$ cat src/rtl/ntt_sram_rd_streamer.sv
// ============================================================================
// Module   : ntt_sram_rd_streamer
// Purpose  : Reads a burst of 2^len_log2 32-bit words from a single-port SRAM
//            and streams them out as 16-bit coefficients (low half first)
//            over a valid/ready handshake. A 2-entry word FIFO absorbs the
//            one-cycle SRAM read latency and downstream back-pressure.
// Ports    : clk_i, rst_i        - clock, asynchronous active-high reset
//            start_i             - launch a burst (accepted only when idle)
//            base_addr_i         - first SRAM word address
//            len_log2_i          - burst length = 2^len_log2_i words
//            busy_o, done_o      - burst in progress / one-cycle completion
//            sram_req_o, sram_we_o, sram_addr_o, sram_rdata_i - SRAM port
//            coeff_valid_o, coeff_ready_i, coeff_data_o, coeff_last_o
//                                - coefficient stream
// Config   : define NTT_SRAM_RD_BITREV_EN to walk the word addresses in
//            bit-reversed order over the low len_log2 bits of the offset.
// Revision : 1.0 - initial release
// ============================================================================
`default_nettype none

module ntt_sram_rd_streamer #(
  parameter int AddrWidth = 7,
  parameter int LenW      = $clog2(AddrWidth + 1)
) (
  input  logic                 clk_i,
  input  logic                 rst_i,
  input  logic                 start_i,
  input  logic [AddrWidth-1:0] base_addr_i,
  input  logic [LenW-1:0]      len_log2_i,
  output logic                 busy_o,
  output logic                 done_o,
  output logic                 sram_req_o,
  output logic                 sram_we_o,
  output logic [AddrWidth-1:0] sram_addr_o,
  input  logic [31:0]          sram_rdata_i,
  output logic                 coeff_valid_o,
  input  logic                 coeff_ready_i,
  output logic [15:0]          coeff_data_o,
  output logic                 coeff_last_o
);

  typedef enum logic [1:0] {
    S_IDLE  = 2'd0,
    S_RUN   = 2'd1,
    S_DRAIN = 2'd2
  } state_t;

  localparam logic [AddrWidth:0] c_one = {{AddrWidth{1'b0}}, 1'b1};

  state_t               r_state;
  logic [AddrWidth-1:0] r_base;
  logic [LenW-1:0]      r_len;
  logic [AddrWidth:0]   r_issued;      // words requested so far this burst
  logic                 r_outstanding; // a read was issued last cycle
  logic                 r_done;

  // Two-word FIFO
  logic [31:0]          r_mem [2];
  logic                 r_wr_ptr;
  logic                 r_rd_ptr;
  logic [1:0]           r_count;
  logic                 r_half;        // 0: head low half next, 1: high half

  logic [AddrWidth:0]   w_total;
  logic [AddrWidth:0]   w_issued_nxt;
  logic [1:0]           w_pending;
  logic                 w_req;
  logic [AddrWidth-1:0] w_offset;
  logic                 w_valid;
  logic                 w_hs;
  logic                 w_push;
  logic                 w_pop;
  logic                 w_last;
  logic [31:0]          w_head;

  assign w_total      = c_one << r_len;
  assign w_issued_nxt = r_issued + c_one;

  // Words already buffered plus the one in flight; a new read is only
  // issued when the FIFO is guaranteed to have room for its data.
  assign w_pending = r_count + {1'b0, r_outstanding};
  assign w_req     = (r_state == S_RUN) && (r_issued != w_total) && (w_pending < 2'd2);

`ifdef NTT_SRAM_RD_BITREV_EN
  // Reverse the full offset, then shift down so only the low len bits are
  // reversed (upper bits of the count are zero while requests are issued).
  logic [AddrWidth-1:0] w_rev_full;
  logic [LenW-1:0]      w_shamt;

  always_comb begin
    w_rev_full = '0;
    for (int i = 0; i < AddrWidth; i++) begin
      w_rev_full[i] = r_issued[AddrWidth-1-i];
    end
  end

  assign w_shamt  = LenW'(AddrWidth) - r_len;
  assign w_offset = w_rev_full >> w_shamt;
`else
  assign w_offset = r_issued[AddrWidth-1:0];
`endif

  assign w_valid = (r_count != 2'd0);
  assign w_hs    = w_valid && coeff_ready_i;
  assign w_push  = r_outstanding;
  assign w_pop   = w_hs && r_half;
  assign w_head  = r_mem[r_rd_ptr];

  // In DRAIN every word has been requested, so a lone buffered word with
  // nothing in flight is the final one.
  assign w_last = w_valid && r_half && (r_state == S_DRAIN) &&
                  (r_count == 2'd1) && !r_outstanding;

  always_ff @(posedge clk_i or posedge rst_i) begin
    if (rst_i) begin
      r_state       <= S_IDLE;
      r_base        <= '0;
      r_len         <= '0;
      r_issued      <= '0;
      r_outstanding <= 1'b0;
      r_done        <= 1'b0;
      r_wr_ptr      <= 1'b0;
      r_rd_ptr      <= 1'b0;
      r_count       <= 2'd0;
      r_half        <= 1'b0;
    end else begin
      r_done        <= 1'b0;
      r_outstanding <= w_req;

      if (w_req) begin
        r_issued <= w_issued_nxt;
      end

      case (r_state)
        S_IDLE: begin
          if (start_i) begin
            r_base   <= base_addr_i;
            r_len    <= len_log2_i;
            r_issued <= '0;
            r_state  <= S_RUN;
          end
        end
        S_RUN: begin
          if (w_req && (w_issued_nxt == w_total)) begin
            r_state <= S_DRAIN;
          end
        end
        S_DRAIN: begin
          if (w_hs && w_last) begin
            r_state <= S_IDLE;
            r_done  <= 1'b1;
          end
        end
        default: r_state <= S_IDLE;
      endcase

      if (w_push) begin
        r_wr_ptr <= ~r_wr_ptr;
      end
      if (w_pop) begin
        r_rd_ptr <= ~r_rd_ptr;
      end
      if (w_hs) begin
        r_half <= ~r_half;
      end

      case ({w_push, w_pop})
        2'b10:   r_count <= r_count + 2'd1;
        2'b01:   r_count <= r_count - 2'd1;
        default: r_count <= r_count;
      endcase
    end
  end

  // Data storage needs no reset: contents are only observed while valid.
  always_ff @(posedge clk_i) begin
    if (w_push) begin
      r_mem[r_wr_ptr] <= sram_rdata_i;
    end
  end

  assign busy_o        = (r_state != S_IDLE);
  assign done_o        = r_done;
  assign sram_req_o    = w_req;
  assign sram_we_o     = 1'b0;
  assign sram_addr_o   = r_base + w_offset;
  assign coeff_valid_o = w_valid;
  assign coeff_data_o  = w_valid ? (r_half ? w_head[31:16] : w_head[15:0]) : 16'h0000;
  assign coeff_last_o  = w_last;

endmodule

`default_nettype wire

$ cat config.mk
export PLATFORM = sky130hd
export DESIGN_NAME = ntt_sram_rd_streamer
export DESIGN_NICKNAME = d
export VERILOG_FILES = /design/src/rtl/ntt_sram_rd_streamer.sv
export SDC_FILE = /design/constraint.sdc
export NUM_CORES = 1
export LEC_CHECK = 0
export BUFFER_PORTS_ARGS = -buffer_cell sky130_fd_sc_hd__buf_2
export CAP_MARGIN = 25
export CORE_MARGIN = 2
export CORE_UTILIZATION = 30
export DETAILED_ROUTE_END_ITERATION = 10
export PLACE_DENSITY = 0.49
export SLEW_MARGIN = 20
export SYNTH_ARGS = -nofsm -noshare
export SYNTH_HDL_FRONTEND = slang
export SYNTH_SLANG_ARGS = --single-unit
$ cat constraint.sdc
create_clock -name clk_i -period 2.3 [get_ports clk_i]
set_clock_uncertainty 0.1 [all_clocks]
set_input_delay 0.46 -clock clk_i [delete_from_list [all_inputs] [get_ports clk_i]]
set_output_delay 0.46 -clock clk_i [all_outputs]
set_load 0.02 [all_outputs]
==> flow_summary.ini <==
[power]
irDropWorstVdd_uv = 665.3
power_per_cell_area_mw_per_mm2 = 1629
power_leakage_nw = 2.370
switching_share = 0.3735
p_seq_frac = 0.285
switching_power_mw = 3.511
clock_power_share = 0.146
power.internal_mw = 5.890
power_frac_comb = 0.569

[grt]
grt_start_max_net_pins = 33
overflow = 0
grt_antenna_before_repair = 0
gr-max-usage-layer = met2
grtUsageTotal = 0.1266
first_global_vias = 3006
globalRouteMet1Util = 0.1578
grt_first_pass_wirelength_um = 15380
globalRouteMet3Util = 0.04621
grtUsageMet2 = 0.2059

[cts]
cts_sinks = 91
htree_num_levels = 3
cts-root-buf = clkbuf_16
cts_tree = built
path_clk_slew_ps = 70
tritoncts.num_buffers = 9
clock_latency_ps = 340
cts_buffer_depth = 2

[finish]
filler_cell_count = 1386
register_area_mm2 = 0.002600
syn_to_final_growth_pct = 31.25
mostFrequentLayoutCells = 64 x edfxtp_1, 51 x buf_2, 40 x buf_4, 25 x dfrtp_1, 20 x buf_6
multi_input_area_mm2 = 0.001752
final_cells = 605
drive_above_1_share = 0.4656
design.final.nets = 473
final_common_cell = edfxtp_1
antenna-diode-count = 0
utilization = 0.4001

[synth]
yosys.area.top_type_share = 0.4371
ys_dominant_reg_cell = edfxtp_1
synth_top_area_cell = edfxtp_1
count_of_unique_library_cells_instantiated_by_yosys = 56
synth.ff_latch_count = 91
synth_cells = 311
ys_seq_area_frac = 0.5908
synth-edff-count = 64
synthTopCellsByArea = edfxtp_1 44%, dfrtp_1 15%, mux4_2 8.2%
synth_nets = 368
synth.yosys.warnings = 0
synth-async-reset-ratio = 0.2967
avgSynthCellArea_um2 = 14.14
syn_area_mm2 = 0.004397

[timing]
worst-slew-pin-transition_ps = 512.2
report.final.setup_viol = 16
grt_setup_unrepaired = true
finalHoldViolCount = 0
slew_viol_final = 0
timing.slew.headroom = 0.6556
period_minus_slack_ps = 2583
max_freq_mhz = 387.2
post-route-worst-setup-slack_ps = -282.9
period_share = 1.123

[critical_path]
timing.critical_path.to_type = output pin
crit_start = r_issued[0]
worstSetupPathType = reg -> out
regToRegStartpoint = r_issued[0]
worstPathArrival_ps = 2020
crit_fanout = 2
required_arrival_time_at_the_worst_endpoint_ps = 1740
critical_path.startpoint_type = flop

[placed_design]
dpl.hpwl_um = 6410
numPlacedInstances = 576
final_weighted_congestion_of_routability_driven_global_placement = 0.7927
port_buffers = 73

[floorplanning]
initial_util = 0.3048
boundaryPins = 75
die_area_mm2 = 0.01564
fp-row-count = 44
die_width_um = 125.1
die_height_um = 125.1
coreArea_mm2 = 0.01442

[detailed_routing]
vias = 2863
drtIter0Drc = 131
routed_wirelength_um = 9577
antenna_violating_nets_left = 0
drc = 0
avgRoutedWirePerCell_um = 15.83
routed_via_density = 4.732
drt-pass1-iter-count = 4

[run_status]
status = complete, but fails checks
failed_checks = negative setup slack

[job]
maxCapViolCount = 0

[worst_hold_path]
worstHoldPathType = in -> async
==> cell usage after synthesis (3+ instances only) <==
cell / count
edfxtp_1: 64
dfrtp_1: 27
and2_1: 19
inv_1: 17
mux4_2: 16
nor2_1: 12
xnor2_1: 12
buf_2: 10
ha_1: 10
nand2_1: 10
mux2_2: 9
xor2_1: 9
a21oi_1: 8
nand3_1: 8
o21ai_0: 7
clkbuf_1: 5
and3_1: 4
nand3b_1: 4
a21o_1: 3
buf_4: 3
nand2b_1: 3
nand4_1: 3
nor2b_1: 3
o21bai_1: 3
o31ai_1: 3
or3_1: 3
==> area by class of cell <==
type                            count  share of cell area
Clock buffer                       10             0.03968
Clock inverter                      6            0.008239
Inverter                           17             0.01106
Multi-Input combinational cell    183              0.3036
Sequential cell                    91              0.4506
Tap cell                          184             0.03990
Timing Repair Buffer              114              0.1470
==> final timing paths <==
check                                  to  cells after the start  slack, ps
min in group clk_i           r_mem[1][25]                      1        210
setup reg to reg               r_state[0]                      9        170
hold reg to reg                r_count[1]                      2        390
setup / recovery           sram_addr_o[6]                     10       -280
hold / removal                  r_base[4]                      3         90
max in group asynchronous        r_len[1]                      3       1710
==> sequential cells by signal, summed over array words and instances (netlist names) <==
signal         count
done_o             1
r_half             1
r_state            2
r_len              3
r_base             7
r_issued           8
r_count            2
r_mem             64
r_outstanding      1
r_wr_ptr           1
r_rd_ptr           1
==> worst max-delay path: stages (launching register included) <==
cell and delay, ps:
dfrtp_1 360, ha_2 190, inv_2 40, fa_2 330
inv_1 60, a21o_1 110, a21oi_2 60, o21bai_1 160
a21oi_2 90, xnor2_2 130, buf_4 160
==> cells by family (layout without fill, tap and decap cells) <==
| group | count (synthesis) | after routing | synth area share |
|---|---|---|---|
| xor+xnor | 22 | 22 | 0.04553 |
| other cells | 1 | 1 | 0.0008529 |
| simple gates | 84 | 84 | 0.1133 |
| mux | 27 | 27 | 0.1096 |
| compound gates | 38 | 38 | 0.06830 |
| fa+ha+maj | 11 | 11 | 0.03301 |
| buf+inv | 37 | 147 | 0.03870 |
| flops | 91 | 91 | 0.5908 |
==> power by group through the flow <==
stage / registers (mW) / logic [mW] / clock network [mW]
after floorplan: 2.60 / 3.05 / 0
after global placement: 2.72 / 4.28 / 0
after detailed placement: 2.74 / 4.29 / 0
after CTS: 2.71 / 5.15 / 1.43
after global routing: 2.75 / 5.80 / 1.50
final: 2.68 / 5.35 / 1.37
==> what timing repair did <==
item	4_1_cts	5_1_grt
hold buffers	0	0
pin swaps	9	10
hold endpoints to repair	0	0
cloned	2	0
setup endpoints to repair	22	25
gates resized for setup	60	24
setup buffers	7	6
==> through the flow <==
| step | TNS, ps | worst slack [ps] | cell area, um^2 | total power, mW | hold slack [ps] |
|---|---|---|---|---|---|
| 3_5_place_dp | -67.06 | -65.59 | 5125 | 7.028 | 402.1 |
| 3_3_place_gp | -40.85 | -40.85 | 5125 | 6.991 | 368.5 |
| 4_1_cts | -2017 | -283.5 | 5679 | 9.290 | 97.33 |
| 5_1_grt | -2700 | -391.3 | 5771 | 10.05 | 120.6 |
| 2_1_floorplan | -26.80 | -26.80 | 4407 | 5.649 | 349.8 |
| 6_report | -1083 | -282.9 | 5771 | 9.401 | 91.58 |
==> layer usage <==
layer  part of all wire  up-vias
li1                   -     1365
met1               0.44     1411
met2               0.49       79
met3              0.068        8
met4             0.0093        0
met5                  0        -
Note: power is estimated with default switching activity, not from simulation.
